<file path="src/rtl/fb_pkg.sv">
// Shared constants and types for the rectangle-fill frame-buffer controller.
package fb_pkg;

  localparam int FB_W    = 120;
  localparam int FB_H    = 60;
  localparam int FB_SIZE = FB_W * FB_H;
  localparam int PIX_W   = 3;

  typedef enum logic [1:0] {
    IDLE = 2'd0,
    FILL = 2'd1,
    DONE = 2'd2
  } state_t;

  typedef enum logic {
    GNT_A = 1'b0,
    GNT_B = 1'b1
  } grant_t;

  typedef struct packed {
    logic [6:0]       x;
    logic [5:0]       y;
    logic [7:0]       w;
    logic [6:0]       h;
    logic [PIX_W-1:0] color;
  } rect_cmd_t;

  function automatic logic [15:0] umin16(input logic [15:0] a, input logic [15:0] b);
    return (a < b) ? a : b;
  endfunction

  // Shift-and-add row offset; evaluated once per command, never per pixel.
  function automatic logic [15:0] row_offset(input logic [5:0] y, input logic [15:0] width);
    logic [15:0] acc;
    acc = '0;
    for (int i = 0; i < 6; i++) begin
      if (y[i]) acc = acc + (width << i);
    end
    return acc;
  endfunction

endpackage

</file>
<file path="src/rtl/fb_rr_arb2.sv">
// Two-way round-robin arbiter: grants only while enabled and remembers the last winner.
module fb_rr_arb2
  import fb_pkg::*;
(
  input  logic clk,
  input  logic rst,
  input  logic en,
  input  logic req_a,
  input  logic req_b,
  output logic grant_a,
  output logic grant_b
);

  grant_t last_reg;

  always_comb begin
    grant_a = en && req_a && (!req_b || (last_reg == GNT_B));
    grant_b = en && req_b && (!req_a || (last_reg == GNT_A));
  end

  // A grant implies a valid request, so this moves only on an accepted command.
  always_ff @(posedge clk) begin
    if (rst) begin
      last_reg <= GNT_B;
    end else if (grant_a) begin
      last_reg <= GNT_A;
    end else if (grant_b) begin
      last_reg <= GNT_B;
    end
  end

endmodule

</file>
<file path="src/rtl/fb_draw_ctrl.sv">
// Rectangle-fill engine: arbitrates two requesters, clips to the frame and
// streams one pixel write per cycle in row-major order.
module fb_draw_ctrl #(
  parameter int FB_W = fb_pkg::FB_W,
  parameter int FB_H = fb_pkg::FB_H
) (
  input  logic        clk,
  input  logic        rst,
  input  logic        a_valid,
  output logic        a_ready,
  input  logic [6:0]  a_x,
  input  logic [5:0]  a_y,
  input  logic [7:0]  a_w,
  input  logic [6:0]  a_h,
  input  logic [2:0]  a_color,
  input  logic        b_valid,
  output logic        b_ready,
  input  logic [6:0]  b_x,
  input  logic [5:0]  b_y,
  input  logic [7:0]  b_w,
  input  logic [6:0]  b_h,
  input  logic [2:0]  b_color,
  output logic        wr,
  output logic [15:0] addr,
  output logic [2:0]  di,
  output logic        busy,
  output logic        done
);
  import fb_pkg::*;

  localparam logic [15:0] FB_W16 = 16'(FB_W);
  localparam logic [15:0] FB_H16 = 16'(FB_H);

  state_t           state_reg, state_next;
  rect_cmd_t        a_cmd, b_cmd, sel_cmd;
  logic             clip_empty;
  logic [7:0]       clip_w, ew_reg, ew_next, col_reg, col_next;
  logic [6:0]       clip_h, eh_reg, eh_next, row_reg, row_next;
  logic [15:0]      start_addr, row_base_reg, row_base_next, addr_reg, addr_next;
  logic [PIX_W-1:0] color_reg, color_next;

  assign a_cmd = '{x: a_x, y: a_y, w: a_w, h: a_h, color: a_color};
  assign b_cmd = '{x: b_x, y: b_y, w: b_w, h: b_h, color: b_color};

  fb_rr_arb2 u_arb (
    .clk     (clk),
    .rst     (rst),
    .en      (state_reg == IDLE),
    .req_a   (a_valid),
    .req_b   (b_valid),
    .grant_a (a_ready),
    .grant_b (b_ready)
  );

  // Clipping of whichever command is granted this cycle.
  always_comb begin
    sel_cmd    = b_ready ? b_cmd : a_cmd;
    clip_empty = (16'(sel_cmd.x) >= FB_W16) || (16'(sel_cmd.y) >= FB_H16) ||
                 (sel_cmd.w == '0) || (sel_cmd.h == '0);
    clip_w     = 8'(umin16(16'(sel_cmd.w), FB_W16 - 16'(sel_cmd.x)));
    clip_h     = 7'(umin16(16'(sel_cmd.h), FB_H16 - 16'(sel_cmd.y)));
    start_addr = row_offset(sel_cmd.y, FB_W16) + 16'(sel_cmd.x);
  end

  always_comb begin
    state_next    = state_reg;
    col_next      = col_reg;
    row_next      = row_reg;
    ew_next       = ew_reg;
    eh_next       = eh_reg;
    row_base_next = row_base_reg;
    addr_next     = addr_reg;
    color_next    = color_reg;
    case (state_reg)
      IDLE: begin
        if (a_ready || b_ready) begin
          if (clip_empty) begin
            state_next = DONE;
          end else begin
            state_next    = FILL;
            col_next      = '0;
            row_next      = '0;
            ew_next       = clip_w;
            eh_next       = clip_h;
            row_base_next = start_addr;
            addr_next     = start_addr;
            color_next    = sel_cmd.color;
          end
        end
      end
      FILL: begin
        if (col_reg == ew_reg - 8'd1) begin
          if (row_reg == eh_reg - 7'd1) begin
            state_next = DONE;
          end else begin
            row_next      = row_reg + 7'd1;
            col_next      = '0;
            row_base_next = row_base_reg + FB_W16;
            addr_next     = row_base_reg + FB_W16;
          end
        end else begin
          col_next  = col_reg + 8'd1;
          addr_next = addr_reg + 16'd1;
        end
      end
      DONE:    state_next = IDLE;
      default: state_next = IDLE;
    endcase
  end

  // A write must never coincide with an edge that samples reset.
  always_comb begin
    wr   = (state_reg == FILL) && !rst;
    busy = (state_reg != IDLE);
    done = (state_reg == DONE);
    addr = addr_reg;
    di   = color_reg;
  end

  always_ff @(posedge clk) begin
    if (rst) begin
      state_reg    <= IDLE;
      col_reg      <= '0;
      row_reg      <= '0;
      ew_reg       <= '0;
      eh_reg       <= '0;
      row_base_reg <= '0;
      addr_reg     <= '0;
      color_reg    <= '0;
    end else begin
      state_reg    <= state_next;
      col_reg      <= col_next;
      row_reg      <= row_next;
      ew_reg       <= ew_next;
      eh_reg       <= eh_next;
      row_base_reg <= row_base_next;
      addr_reg     <= addr_next;
      color_reg    <= color_next;
    end
  end

endmodule
</file>
<file path="config.mk">
export PLATFORM = sky130hd
export DESIGN_NAME = fb_draw_ctrl
export DESIGN_NICKNAME = d
export VERILOG_FILES = /design/src/rtl/fb_pkg.sv /design/src/rtl/fb_rr_arb2.sv /design/src/rtl/fb_draw_ctrl.sv
export SDC_FILE = /design/constraint.sdc
export NUM_CORES = 1
export LEC_CHECK = 0
export ABC_AREA = 1
export ABC_CLOCK_PERIOD_IN_PS = 4100
export CAP_MARGIN = 20
export CORE_MARGIN = 2
export CORE_UTILIZATION = 55
export DETAILED_ROUTE_END_ITERATION = 10
export GPL_TIMING_DRIVEN = 0
export HOLD_SLACK_MARGIN = 0.1
export PLACE_DENSITY = 0.82
export SETUP_SLACK_MARGIN = 0.5
export SLEW_MARGIN = 20
export SYNTH_ARGS = -nofsm -noshare
export SYNTH_HDL_FRONTEND = slang
export SYNTH_SLANG_ARGS = --single-unit
</file>
<file path="constraint.sdc">
create_clock -name clk -period 4.1 [get_ports clk]
set_clock_uncertainty 0.05 [all_clocks]
set_input_delay 0.41 -clock clk [delete_from_list [all_inputs] [get_ports clk]]
set_output_delay 0.41 -clock clk [all_outputs]
set_load 0.1 [all_outputs]
</file>
==> summary by stage <==
Final layout
The area growth from synthesis to layout is 25.7%. The fraction of final layout cells with drive strength greater than 1 is 12.0%. The repair_antennas step left the layout with diodes totalling 0.

The finished layout holds 1109 standard cells, fillers aside. The most common cell after layout, fill and taps aside is sky130_fd_sc_hd__nand2_1. Leaving out fill and tap cells, the most frequent cells in the layout are sky130_fd_sc_hd__nand2_1 (171), sky130_fd_sc_hd__inv_1 (91), sky130_fd_sc_hd__clkdlybuf4s50_1 (86). The core utilization of the finished layout is 71.8%. At the end of the flow, the number of nets in the layout was 1073.

Power and ir drop
Dividing total power by cell area gives a power density of 618 nW/um2. The cell leakage power is 3.17 nW. The peak supply drop is 0.376 mV.

Clocking
The clock-pin slew on the worst setup and hold paths is 0.08 ns. The maximum level of the CTS H-tree is 3. Hold repair after CTS inserted 0 buffers. The master cell of the clock root buffer is sky130_fd_sc_hd__clkbuf_8. The clock network latency to the later pin of the worst-skew pair is 0.36 ns. The TritonCTS buffer count is 9.

TritonCTS built the clock tree. Counting along the longest clock path gives a buffer depth of 2. CTS saw 68 sinks.

Synth
Synthesis produced a netlist with a net count of 963. The number of synthesized flops with an enable pin is 0. The part of the Yosys area used for sequential elements is 24.2%. During synthesis, Yosys emitted a total of 0 warnings. The fraction of registers with async set/reset is 0%. Counting flops and latches in the post-synthesis netlist gives 68. The most used flip-flop cell after synthesis is sky130_fd_sc_hd__dfxtp_1.

The total standard cell area after synthesis is 5640 um2. The count of unique library cells instantiated by Yosys is 46. The average instance area after synthesis is 6.53 um2. The cell count after synthesis came out at 863.

Global route
The overflow left after global routing is 0. The via count of the first global-routing pass was 5731. The global-route wire length before repair is 27200 um.

In the global route stage, overall resource usage came out at 30.3%. The initial antenna violation count came to 0. Entering global routing, the biggest net connects 11 pins.

Die
The floorplan step set the die height to 105 um. The die is 105 um wide. The floorplan has 36 rows. The die covers 11100 um2. The number of top-level pins is 90. Once the floorplan was initialized, standard cells occupied 57.1% of the core.

The standard cell core area is 9860 um2.

Drt
After detailed routing, the average wire length per cell comes to 14.9 um. The mean number of vias per cell is 5.53. For this block, the routed nets add up to 16600 um of wire. For this block, the initial DRC count from the detailed router was 515. The detailed-routing iteration count for the pre-antenna-repair pass is 5. The number of DRC violations after detailed routing is 0. The via count is 6133.

In this run the remaining antenna-violating nets after routing total 0.

STA
The worst hold slack after final layout is 0.421 ns. The count of final max-slew check failures is 0. The post-layout worst setup margin is 0.670 ns. The final sum of negative setup slack is 0 ns. Timing would allow up to 292 MHz. The final worst-path cycle share is 83.7%. The hold violation total from the final report is 0. At the pin with the least slew margin, the transition time is 1.02 ns. The number of setup violations in the final report is 0.

The relative slew slack is 32.1%. After layout, the minimum clock period comes to 3.43 ns. Setup repair after global routing left no endpoint under its margin.

Critical path
The critical path startpoint category is a register. Along the worst path, the maximum fanout reaches 10. The classification of the worst setup path is reg2reg. STA classifies the critical path endpoint as a register.

At the worst endpoint, the arrival time is 3.61 ns. The required time of the critical path is 4.28 ns.

Placed design
After legalization and detailed placement, the total HPWL measured 12400 um. Once placement completed, the tool counted placed cells totaling 1084. The last weighted congestion value of the routability-driven placer is 0.945. The setup slack at placement is -0.284 ns. Input and output buffers added on the ports amount to 88.

Worst hold path
The classification of the worst-slack hold path is reg2reg.

Status
The flow ran to the end, and the final reports show no timing, DRC or antenna violations.

Flow run
Max-cap violations in this run came to 0.
==> logic make-up (layout without fill, tap and decap cells) <==
| group | Yosys count | after routing | synth area share (%) |
|---|---|---|---|
| simple gates | 395 | 395 | 31.8 |
| compound gates | 180 | 180 | 17.8 |
| buf+inv | 132 | 245 | 10.2 |
| flops | 68 | 68 | 24.2 |
| xor+xnor | 53 | 53 | 8.24 |
| fa+ha+maj | 34 | 34 | 7.68 |
| mux | 1 | 1 | 0.178 |
==> stage by stage <==
| step | power, mW | area (um2) |
|---|---|---|
| floorplan | 3.00 | 5640 |
| global placement | 3.60 | 6690 |
| detailed placement | 3.64 | 6690 |
| CTS | 4.24 | 6940 |
| global route | 4.69 | 7090 |
| finish | 4.38 | 7090 |
==> path summary, 6_finish.rpt <==
path | start | endpoint | slack, ns | cells after the start
setup / recovery | state_reg[1] | addr[10] | 0.67 | 20
setup reg to reg | state_reg[1] | addr[10] | 0.67 | 20
hold / removal | row_base_reg[0] | row_base_reg[0] | 0.42 | 2
hold reg to reg | row_base_reg[0] | row_base_reg[0] | 0.42 | 2
==> layer usage <==
metal | share of wire, % | GRT usage, % | wire [um]
met5 | 0 | 0 | 0
met4 | 2.4 | 13.0 | 404
met3 | 7.7 | 4.21 | 1270
met2 | 46 | 49.5 | 7650
met1 | 44 | 39.7 | 7250
==> report_power, final <==
group / switching [mW] / internal, mW
Clock: 0.263 / 0.307
Combinational: 1.86 / 0.925
Sequential: 0.182 / 0.840
Total: 2.30 / 2.07
==> synth_stat cells (3+ instances only) <==
cell                       count  share of area (%)
sky130_fd_sc_hd__nand2_2      14                1.6
sky130_fd_sc_hd__nor3_1       17                1.5
sky130_fd_sc_hd__nand2_1     174                 12
sky130_fd_sc_hd__nand3b_1      3               0.40
sky130_fd_sc_hd__nor3b_1       4               0.53
sky130_fd_sc_hd__nor2_1       87                5.8
sky130_fd_sc_hd__nand4_1      14                1.6
sky130_fd_sc_hd__nand3_1      47                4.2
sky130_fd_sc_hd__or2_1         3               0.33
sky130_fd_sc_hd__a21oi_1      52                4.6
sky130_fd_sc_hd__buf_2         7               0.62
sky130_fd_sc_hd__a211oi_1      4               0.53
sky130_fd_sc_hd__buf_4         4               0.53
sky130_fd_sc_hd__o211ai_1      9                1.2
sky130_fd_sc_hd__buf_6         4               0.80
sky130_fd_sc_hd__o21ai_1      12                1.1
sky130_fd_sc_hd__o22ai_1       5               0.55
sky130_fd_sc_hd__or2_2        16                1.8
sky130_fd_sc_hd__nand3_2       4               0.71
sky130_fd_sc_hd__inv_2         6               0.40
sky130_fd_sc_hd__xor2_1       35                5.4
sky130_fd_sc_hd__o21ai_0      66                5.9
sky130_fd_sc_hd__nand2_4       4               0.80
sky130_fd_sc_hd__inv_1        94                6.3
sky130_fd_sc_hd__xnor2_1      18                2.8
sky130_fd_sc_hd__ha_1         33                7.3
sky130_fd_sc_hd__dfxtp_1      68                 24
sky130_fd_sc_hd__a31oi_1      19                2.1
sky130_fd_sc_hd__o21a_1        4               0.53
sky130_fd_sc_hd__clkbuf_1     14               0.93
==> critical path: stages, from the launching register on <==
cell	delay, ns
sky130_fd_sc_hd__dfxtp_2	0.34
sky130_fd_sc_hd__nor2_4	0.21
sky130_fd_sc_hd__nand3_2	0.13
sky130_fd_sc_hd__buf_6	0.16
sky130_fd_sc_hd__buf_8	0.14
sky130_fd_sc_hd__buf_12	0.15
sky130_fd_sc_hd__nand2_4	0.06
sky130_fd_sc_hd__nand2_4	0.08
sky130_fd_sc_hd__ha_2	0.22
sky130_fd_sc_hd__ha_4	0.28
sky130_fd_sc_hd__ha_4	0.20
sky130_fd_sc_hd__a21oi_1	0.14
sky130_fd_sc_hd__inv_1	0.05
sky130_fd_sc_hd__a31oi_1	0.19
sky130_fd_sc_hd__nor2_1	0.10
sky130_fd_sc_hd__nor2_1	0.15
sky130_fd_sc_hd__nor2_1	0.07
sky130_fd_sc_hd__nand2_1	0.13
sky130_fd_sc_hd__nor2_4	0.06
sky130_fd_sc_hd__o21ai_1	0.29
sky130_fd_sc_hd__a31oi_1	0.12
==> cell type report <==
type | count | area, um2
tap | 133 | 166
clock buffer | 12 | 155
inverter | 100 | 378
timing repair buffer | 99 | 965
sequential | 68 | 1360
buffer | 32 | 204
fill | 835 | 2780
clock inverter | 2 | 35.0
multi-input combinational | 663 | 3820
==> repair_timing <==
item	4_1_cts	5_1_grt
setup buffers	2	9
hold endpoints to repair	0	0
cloned	0	0
endpoints found under the setup margin	13	23
resized for setup	10	23
pin swaps	2	15
(Power assumes the default switching activity.)
